===== src/rtl/hand_pose_smoother.sv =====
// rtl/hand_pose_smoother.sv - shift-based EMA smoother for six hand coordinates plus direction vector
module hand_pose_smoother #(
    parameter int ALPHA_SHIFT = 2,
    parameter int JUMP_THRESH = 256
) (
    input  logic        clk_in,
    input  logic        rst_in,
    input  logic        sample_in,
    input  logic [11:0] hand_x_bottom,
    input  logic [11:0] hand_y_bottom,
    input  logic [13:0] hand_z_bottom,
    input  logic [11:0] hand_x_top,
    input  logic [11:0] hand_y_top,
    input  logic [13:0] hand_z_top,
    output logic [11:0] smooth_x_bottom,
    output logic [11:0] smooth_y_bottom,
    output logic [13:0] smooth_z_bottom,
    output logic [11:0] smooth_x_top,
    output logic [11:0] smooth_y_top,
    output logic [13:0] smooth_z_top,
    output logic [12:0] dir_x,
    output logic [12:0] dir_y,
    output logic [14:0] dir_z,
    output logic        out_valid,
    output logic        busy,
    output logic        sample_dropped
);
    // All six lanes share the widest (14-bit) storage so one datapath can index them.
    localparam int AW = 14 + ALPHA_SHIFT;

    typedef enum logic [1:0] {IDLE, FILTER, DIR, DONE} state_t;

    state_t         state;
    state_t         state_next;
    logic [2:0]     idx;
    logic           primed;
    logic [13:0]    snap [0:5];
    logic [AW-1:0]  acc  [0:5];

    logic [AW-1:0]  cur_acc;
    logic [AW-1:0]  cur_m;
    logic [AW-1:0]  cur_s;
    logic [AW-1:0]  mag;
    logic           snap_now;
    logic [AW-1:0]  acc_next;

    always_comb begin
        state_next = state;
        case (state)
            IDLE:    if (sample_in) state_next = FILTER;
            FILTER:  if (idx == 3'd5) state_next = DIR;
            DIR:     state_next = DONE;
            DONE:    state_next = IDLE;
            default: state_next = IDLE;
        endcase
    end

    always_comb begin
        cur_acc  = acc[idx];
        cur_m    = cur_acc >> ALPHA_SHIFT;
        cur_s    = AW'(snap[idx]);
        mag      = (cur_s >= cur_m) ? (cur_s - cur_m) : (cur_m - cur_s);
        snap_now = !primed || (mag > AW'(JUMP_THRESH));
        // acc - m never goes negative because m is acc with its fraction bits dropped.
        acc_next = snap_now ? (cur_s << ALPHA_SHIFT) : (cur_acc + cur_s - cur_m);
    end

    always_ff @(posedge clk_in) begin
        if (rst_in) begin
            state          <= IDLE;
            idx            <= 3'd0;
            primed         <= 1'b0;
            sample_dropped <= 1'b0;
            dir_x          <= '0;
            dir_y          <= '0;
            dir_z          <= '0;
            for (int i = 0; i < 6; i++) begin
                acc[i]  <= '0;
                snap[i] <= '0;
            end
        end else begin
            state          <= state_next;
            sample_dropped <= sample_in && (state != IDLE);
            case (state)
                IDLE: begin
                    if (sample_in) begin
                        snap[0] <= {2'b00, hand_x_bottom};
                        snap[1] <= {2'b00, hand_y_bottom};
                        snap[2] <= hand_z_bottom;
                        snap[3] <= {2'b00, hand_x_top};
                        snap[4] <= {2'b00, hand_y_top};
                        snap[5] <= hand_z_top;
                        idx     <= 3'd0;
                    end
                end
                FILTER: begin
                    acc[idx] <= acc_next;
                    idx      <= idx + 3'd1;
                end
                DIR: begin
                    dir_x <= {1'b0, smooth_x_top} - {1'b0, smooth_x_bottom};
                    dir_y <= {1'b0, smooth_y_top} - {1'b0, smooth_y_bottom};
                    dir_z <= {1'b0, smooth_z_top} - {1'b0, smooth_z_bottom};
                end
                DONE: begin
                    primed <= 1'b1;
                    idx    <= 3'd0;
                end
                default: ;
            endcase
        end
    end

    assign smooth_x_bottom = acc[0][ALPHA_SHIFT +: 12];
    assign smooth_y_bottom = acc[1][ALPHA_SHIFT +: 12];
    assign smooth_z_bottom = acc[2][ALPHA_SHIFT +: 14];
    assign smooth_x_top    = acc[3][ALPHA_SHIFT +: 12];
    assign smooth_y_top    = acc[4][ALPHA_SHIFT +: 12];
    assign smooth_z_top    = acc[5][ALPHA_SHIFT +: 14];

    assign busy      = (state != IDLE);
    assign out_valid = (state == DONE);
endmodule


===== config.mk =====
export PLATFORM = sky130hd
export DESIGN_NAME = hand_pose_smoother
export DESIGN_NICKNAME = d
export VERILOG_FILES = /design/src/rtl/hand_pose_smoother.sv
export SDC_FILE = /design/constraint.sdc
export NUM_CORES = 1
export LEC_CHECK = 0
export ABC_AREA = 1
export BUFFER_PORTS_ARGS = -buffer_cell sky130_fd_sc_hd__buf_2
export CAP_MARGIN = 20
export CORE_UTILIZATION = 54
export DETAILED_ROUTE_END_ITERATION = 12
export PLACE_DENSITY = 0.88
export SLEW_MARGIN = 25
export SYNTH_ARGS = -nofsm -noshare
export SYNTH_HDL_FRONTEND = slang
export SYNTH_SLANG_ARGS = --single-unit

===== constraint.sdc =====
create_clock -name clk_in -period 6.5 [get_ports clk_in]
set_clock_uncertainty 0.05 [all_clocks]
set_input_delay 0.325 -clock clk_in [delete_from_list [all_inputs] [get_ports clk_in]]
set_output_delay 0.325 -clock clk_in [all_outputs]
set_load 0.005 [all_outputs]

==> out/results.ini, run 1 <==
[clock_network]
clk_pin_slew_worst_paths_ns=0.07
cts.sinks=255
clk_latency_ns=0.57
ctsHtreeMaxLevel=1
cts_tree=done
cts_root_buffer=clkbuf_16
cts_buffers=26
cts_buffer_depth=3
cts_setup_buffers=0
cts_hold_buf=0
ctsResizeCount=0

[die]
initial_core_util=0.5509
die_h_um=178.9
ios=199
die_area_um2=32000
row_count=64
coreArea_um2=30670
die_x_um=178.9

[final_layout]
nets=2311
fillCellCount=2539
n_antenna_cell=0
area.growth.synth_to_final_pct=10.18
layout-drive-gt1-share=0.1814

[drt]
wl_met2_um=21680
firstDrtPassIters=8
drc=0
first_iter_violations=1458
viasPerCell=5.621
finalWirelength_um=47120
wl_met1_um=17950
wire_per_inst_um=18.55
num_vias=14280
postRouteAntennaNets=0
wl_met3_um=4966
top_layer_used=met4

[setup_path]
r2r_slack_ns=0.63
crit_chain=inv_2, buf_12, a32o_1, o21ai_0, ha_1, nand2_2, inv_2, nand2_1, nand2_1, nand2_2, nand3_1, nor2_1, nand2_1, nand3_1, nand2_1, nor2_1, nand3_2, o21bai_1, nand3_1, nor2_1
cp.arrival_ns=6.22
cp_slowest_cell=o21ai_0
crit_required_ns=6.85
crit_top_cell=nand2_1
path_buf_inv=3
cp-end-kind=flop
worstPathMaxFanout=90
cpLargestDelayFamily=simple AND/OR/NAND/NOR gates
slowest_delay_ns=0.73
critPathKind=reg -> reg
critPathLaunchType=flop

[synthesis]
synth_cell_types=50
synthAdderAreaFrac=0.08842
synth_area_um2=16900
synth-simple-area-share=0.2016
postSynth.asyncResetShare=0
synth_ff_type=edfxtp_1
avgSynthCellArea_um2=8.319
synth_top_family_by_area=simple AND/OR/NAND/NOR gates
synth_top_area_share=0.3626
netlist_top_cells_area=edfxtp_1, inv_1, nand2_1, ha_1, dfxtp_1
ys_ff_latch=255
ys_seq_area_frac=0.4230
synth_edf_count=204
yosysWarnings=0
netlist_instances=2031
synth_compound_area_frac=0.1280
synth_nets=2218
synth_xor_area_frac=0.02644
synth.largest_area_cell=edfxtp_1
synthMuxAreaShare=0

[sta]
hold_viol_final=0
slew_headroom=0.2566
worst_pin_slew_ns=1.114
timing.final.crit_period_ns=5.868
rsz0062_at_grt=no
fin_crit_sh=0.9028
fmax_ghz=0.1704
setup_viol=0
tns_ns=0
slew_violations=0

[run]
cap_violations=0

[global_route]
grt_util_all_layers=0.2928
grt_max_degree=91
grt_antenna_before_repair=0
grt_pass1_vias=13600
overflow=0
grt_pass1_wl_um=71360

[place]
portBuffers=198
post-dp-hpwl_um=34610
gp_congestion=0.9864

[status]
status=complete, no violations

[hold_path]
min_path_type=in -> reg

[through the flow]
| step | instance area [um2] | util | setup WS [ns] | cells | hold WS (ns) |
|---|---|---|---|---|---|
| finish | 18620 | 0.6070 | 0.6318 | 2540 | 0.02764 |
| detailed placement | 17630 | 0.5749 | 0.9586 | 2492 | 0.4148 |
| global route | 18620 | 0.6070 | 0.3483 | 2540 | 0.03530 |
| global placement | 17630 | 0.5749 | 1.146 | 2492 | 0.3993 |
| CTS | 18610 | 0.6068 | 0.7717 | 2540 | 0.02150 |
| floorplan | 16900 | - | 1.859 | 2031 | 0.4118 |
[per-layer routing]
| layer | up-vias | global-route usage |
|---|---|---|
| met2 | 903 | 0.4878 |
| met3 | 161 | 0.04750 |
| met4 | 0 | 0.1582 |
| met1 | 6533 | 0.3629 |
| met5 | - | 0 |
| li1 | 6680 | - |
[placed cells by master, fill, tap and decap left out, types with 14 or more instances in the layout]
| master | instances |
|---|---|
| nand2_1 | 312 |
| nor2_1 | 256 |
| dfxtp_1 | 49 |
| inv_1 | 328 |
| clkbuf_16 | 26 |
| o22ai_1 | 14 |
| nor2_2 | 53 |
| inv_2 | 19 |
| buf_4 | 18 |
| edfxtp_1 | 204 |
| buf_2 | 198 |
| xnor2_1 | 19 |
| xor2_1 | 32 |
| ha_1 | 89 |
| nand3_1 | 70 |
| o21ai_0 | 157 |
| a21oi_1 | 124 |
| fa_1 | 19 |
[cell type report]
type                       count  area, um2  area share
timing repair buffer         217       1146     0.06156
multi-input combinational   1276       7538      0.4049
inverter                     348       1306     0.07017
clock buffer                  27      654.4     0.03515
clock inverter                21      326.6     0.01754
sequential                   255       7149      0.3840
tap                          396      495.5     0.02661
[state kept, by name, summed over array words and instances (netlist names), named ones only]
register / count
primed: 1
acc: 128
dir_y: 13
idx: 3
sample_dropped: 1
snap: 76
dir_z: 15
state: 2
dir_x: 13
[logic make-up (layout without fill, tap and decap cells)]
kind of cell             count (synthesis)  count (layout)
AND/OR/NAND/NOR                        752             752
buffers and inverters                  500             613
AO/OA/AOI/OAI                          365             365
flip-flops                             255             255
adder cells (fa/ha/maj)                108             108
XOR/XNOR                                51              51
[worst reg2reg max path, delay by kind of cell, from the launching register on]
family	cells	cell delay, ns
buf+inv	3	0.42
fa+ha+maj	1	0.54
simple gates	13	2.43
flops	1	0.72
compound gates	3	1.54
[cells in the mapped netlist, drive strengths merged (3+ instances only)]
| library cell | count |
|---|---|
| edfxtp | 204 |
| nor2 | 316 |
| a31oi | 5 |
| ha | 89 |
| a21o | 5 |
| a21boi | 6 |
| clkbuf | 45 |
| fa | 19 |
| a21oi | 126 |
| o221ai | 4 |
| o22ai | 14 |
| inv | 347 |
| nand2 | 329 |
| nand3 | 86 |
| o211ai | 3 |
| xnor2 | 19 |
| o21bai | 20 |
| nor3 | 9 |
| buf | 107 |
| xor2 | 32 |
| a32o | 13 |
| nand4 | 9 |
| a211oi | 4 |
| dfxtp | 51 |
| o21ai | 158 |
[final timing paths]
path           endpoint              from  cells after the start
max           acc[0][3]              flop                     20
min          snap[0][6]  hand_x_bottom[6]                      3
max reg2reg   acc[0][3]              flop                     20
min reg2reg   dir_y[12]         dir_y[12]                      2
Power of run 1 is not shown: default switching activity piles up to over one toggle a cycle in this logic, so the estimate is an artifact.
==> run 2, diff against run 1 <==
--- a/config.mk
+++ b/config.mk
@@ -11,6 +11,7 @@
 export CORE_UTILIZATION = 54
 export DETAILED_ROUTE_END_ITERATION = 12
 export PLACE_DENSITY = 0.88
+export RECOVER_POWER = 50
 export SLEW_MARGIN = 25
 export SYNTH_ARGS = -nofsm -noshare
 export SYNTH_HDL_FRONTEND = slang
==> run 2 against run 1 <==
The run now ends with max-capacitance violations, max-slew violations left. Largest cell class unchanged. Critical path depth unchanged. Flip-flop and latch count unchanged. Register-to-register slack worse by 0.09 ns. Routed wire length up 0.26%. Die area unchanged.
==> out/results.ini, run 2 (synthesis results as in run 1) <==
[setup_path]
crit_top_cell=nand2_1
path_buf_inv=3  ; unchanged
critPathLaunchType=flop
crit_required_ns=6.85  ; about the same
cp-end-kind=flop
critPathKind=reg -> reg
r2r_slack_ns=0.55  ; -0.09 ns
slowest_delay_ns=0.75  ; +0.02 ns
crit_chain=inv_2, buf_12, a32o_1, o21ai_0, ha_1, nand2_2, inv_2, nand2_1, nand2_1, nand2_2, nand3_1, nor2_1, nand2_1, nand3_1, nand2_1, nor2_1, nand3_2, o21bai_1, nand3_1, nor2_1
regToRegEndpoint=acc[0][3]
cp.arrival_ns=6.30  ; +0.08 ns
cp_slowest_cell=o21ai_0
cpLargestDelayFamily=simple AND/OR/NAND/NOR gates
worstPathMaxFanout=90  ; unchanged
reg2reg_depth=20  ; unchanged

[clock_network]
cts_hold_buf=0  ; unchanged
clk_latency_ns=0.57  ; about the same
cts_tree=done
ctsResizeCount=0  ; unchanged
cts_buffers=26  ; unchanged
cts_setup_buffers=0  ; unchanged
cts.sinks=255  ; unchanged
cts_buffer_depth=3  ; unchanged
clk_pin_slew_worst_paths_ns=0.07  ; about the same
cts_root_buffer=clkbuf_16
ctsHtreeMaxLevel=1  ; unchanged

[die]
die_area_um2=32000  ; unchanged
die_x_um=178.9  ; unchanged
ios=199  ; unchanged
initial_core_util=0.5509  ; unchanged
coreArea_um2=30670  ; unchanged
row_count=64  ; unchanged
die_h_um=178.9  ; unchanged

[sta]
setup_viol=0  ; unchanged
worst_pin_slew_ns=3.194  ; +2.080 ns
fmax_ghz=0.1679  ; -1.5%
slew_violations=283  ; +283
timing.final.crit_period_ns=5.955  ; +0.08644 ns
fin_crit_sh=0.9161  ; +0.01330
rsz0062_at_grt=no
tns_ns=0  ; unchanged
slew_headroom=-1.129  ; -1.386
hold_viol_final=0  ; unchanged

[final_layout]
largest_registers=acc (128), snap (76), dir_z (15)
layout-drive-gt1-share=0.1413  ; -0.04011
largest_reg_flops=128  ; unchanged
final_cell_mix=inv_1, nand2_1, nor2_1, edfxtp_1, o21ai_0
final_common_cell=inv_1
n_antenna_cell=0  ; unchanged
largest_register=acc
area.growth.synth_to_final_pct=9.427
nets=2311  ; unchanged

[global_route]
grt_pass1_vias=13600  ; unchanged
use_met3=0.04750  ; unchanged
grt-busiest-layer=met2
use_met1=0.3629  ; unchanged
grt_antenna_before_repair=0  ; unchanged
grt_pass1_wl_um=71360  ; unchanged
met2_usage=0.4878  ; unchanged
overflow=0  ; unchanged
grt_util_all_layers=0.2928  ; unchanged
grt_max_degree=91  ; unchanged

[drt]
wire_per_inst_um=18.60  ; +0.26%
postRouteAntennaNets=0  ; unchanged
first_iter_violations=1461  ; +0.21%
num_vias=14290  ; +0.12%
firstDrtPassIters=6  ; -2
drc=0  ; unchanged
finalWirelength_um=47240  ; +0.26%
viasPerCell=5.628  ; +0.12%

[hold_path]
min_path_type=in -> reg
hold_path.startpoint=hand_x_bottom[6]
min_to=snap[0][6]
min_path_cells=3  ; unchanged

[run]
cap_violations=6  ; +6

[place]
gp_congestion=0.9864  ; unchanged
portBuffers=198  ; unchanged
post-dp-hpwl_um=34610  ; unchanged

[status]
status=finished, violations left
violations=max-capacitance violations, max-slew violations

## run 2: layout make-up
class / instances / area (um2)
Clock buffer: 27 / 654.4
Clock inverter: 21 / 326.6
Fill cell: 2591 / 12180
Inverter: 348 / 1306
Multi-Input combinational cell: 1276 / 7526
Sequential cell: 255 / 7149
Tap cell: 396 / 495.5
Timing Repair Buffer: 217 / 1031
## run 2: per-layer routing
| layer | wire (um) | vias up |
|---|---|---|
| li1 | - | 6678 |
| met1 | 17690 | 6529 |
| met2 | 21600 | 901 |
| met3 | 5307 | 186 |
| met4 | 2643 | 0 |
| met5 | 0 | - |
## run 2: worst min-delay path, stage by stage
cell	delay [ns]
buf_2	0.07
inv_1	0.03
nor2_1	0.08
## run 2: how the worst max path moves through the flow
stage             start    endpoint  cells after the start
6_report           flop   acc[0][3]                     20
5_1_grt            flop   acc[0][3]                     20
4_1_cts            flop   acc[0][3]                     20
3_5_place_dp       flop   acc[0][3]                     18
3_3_place_gp       flop  acc[1][10]                     17
2_1_floorplan  state[0]  snap[0][0]                      4
## run 2: through the flow
step | hold WS (ns) | util | worst slack, ns | instance area (um2) | instances
2_1_floorplan | 0.4118 | - | 1.859 | 16900 | 2031
3_3_place_gp | 0.3993 | 0.5749 | 1.146 | 17630 | 2492
3_5_place_dp | 0.4148 | 0.5749 | 0.9586 | 17630 | 2492
4_1_cts | 0.02150 | 0.6068 | 0.7717 | 18610 | 2540
5_1_grt | 0.03530 | 0.6028 | 0.2826 | 18490 | 2540
6_report | 0.02779 | 0.6028 | 0.5454 | 18490 | 2540
Power of run 2 is left out for the same reason.
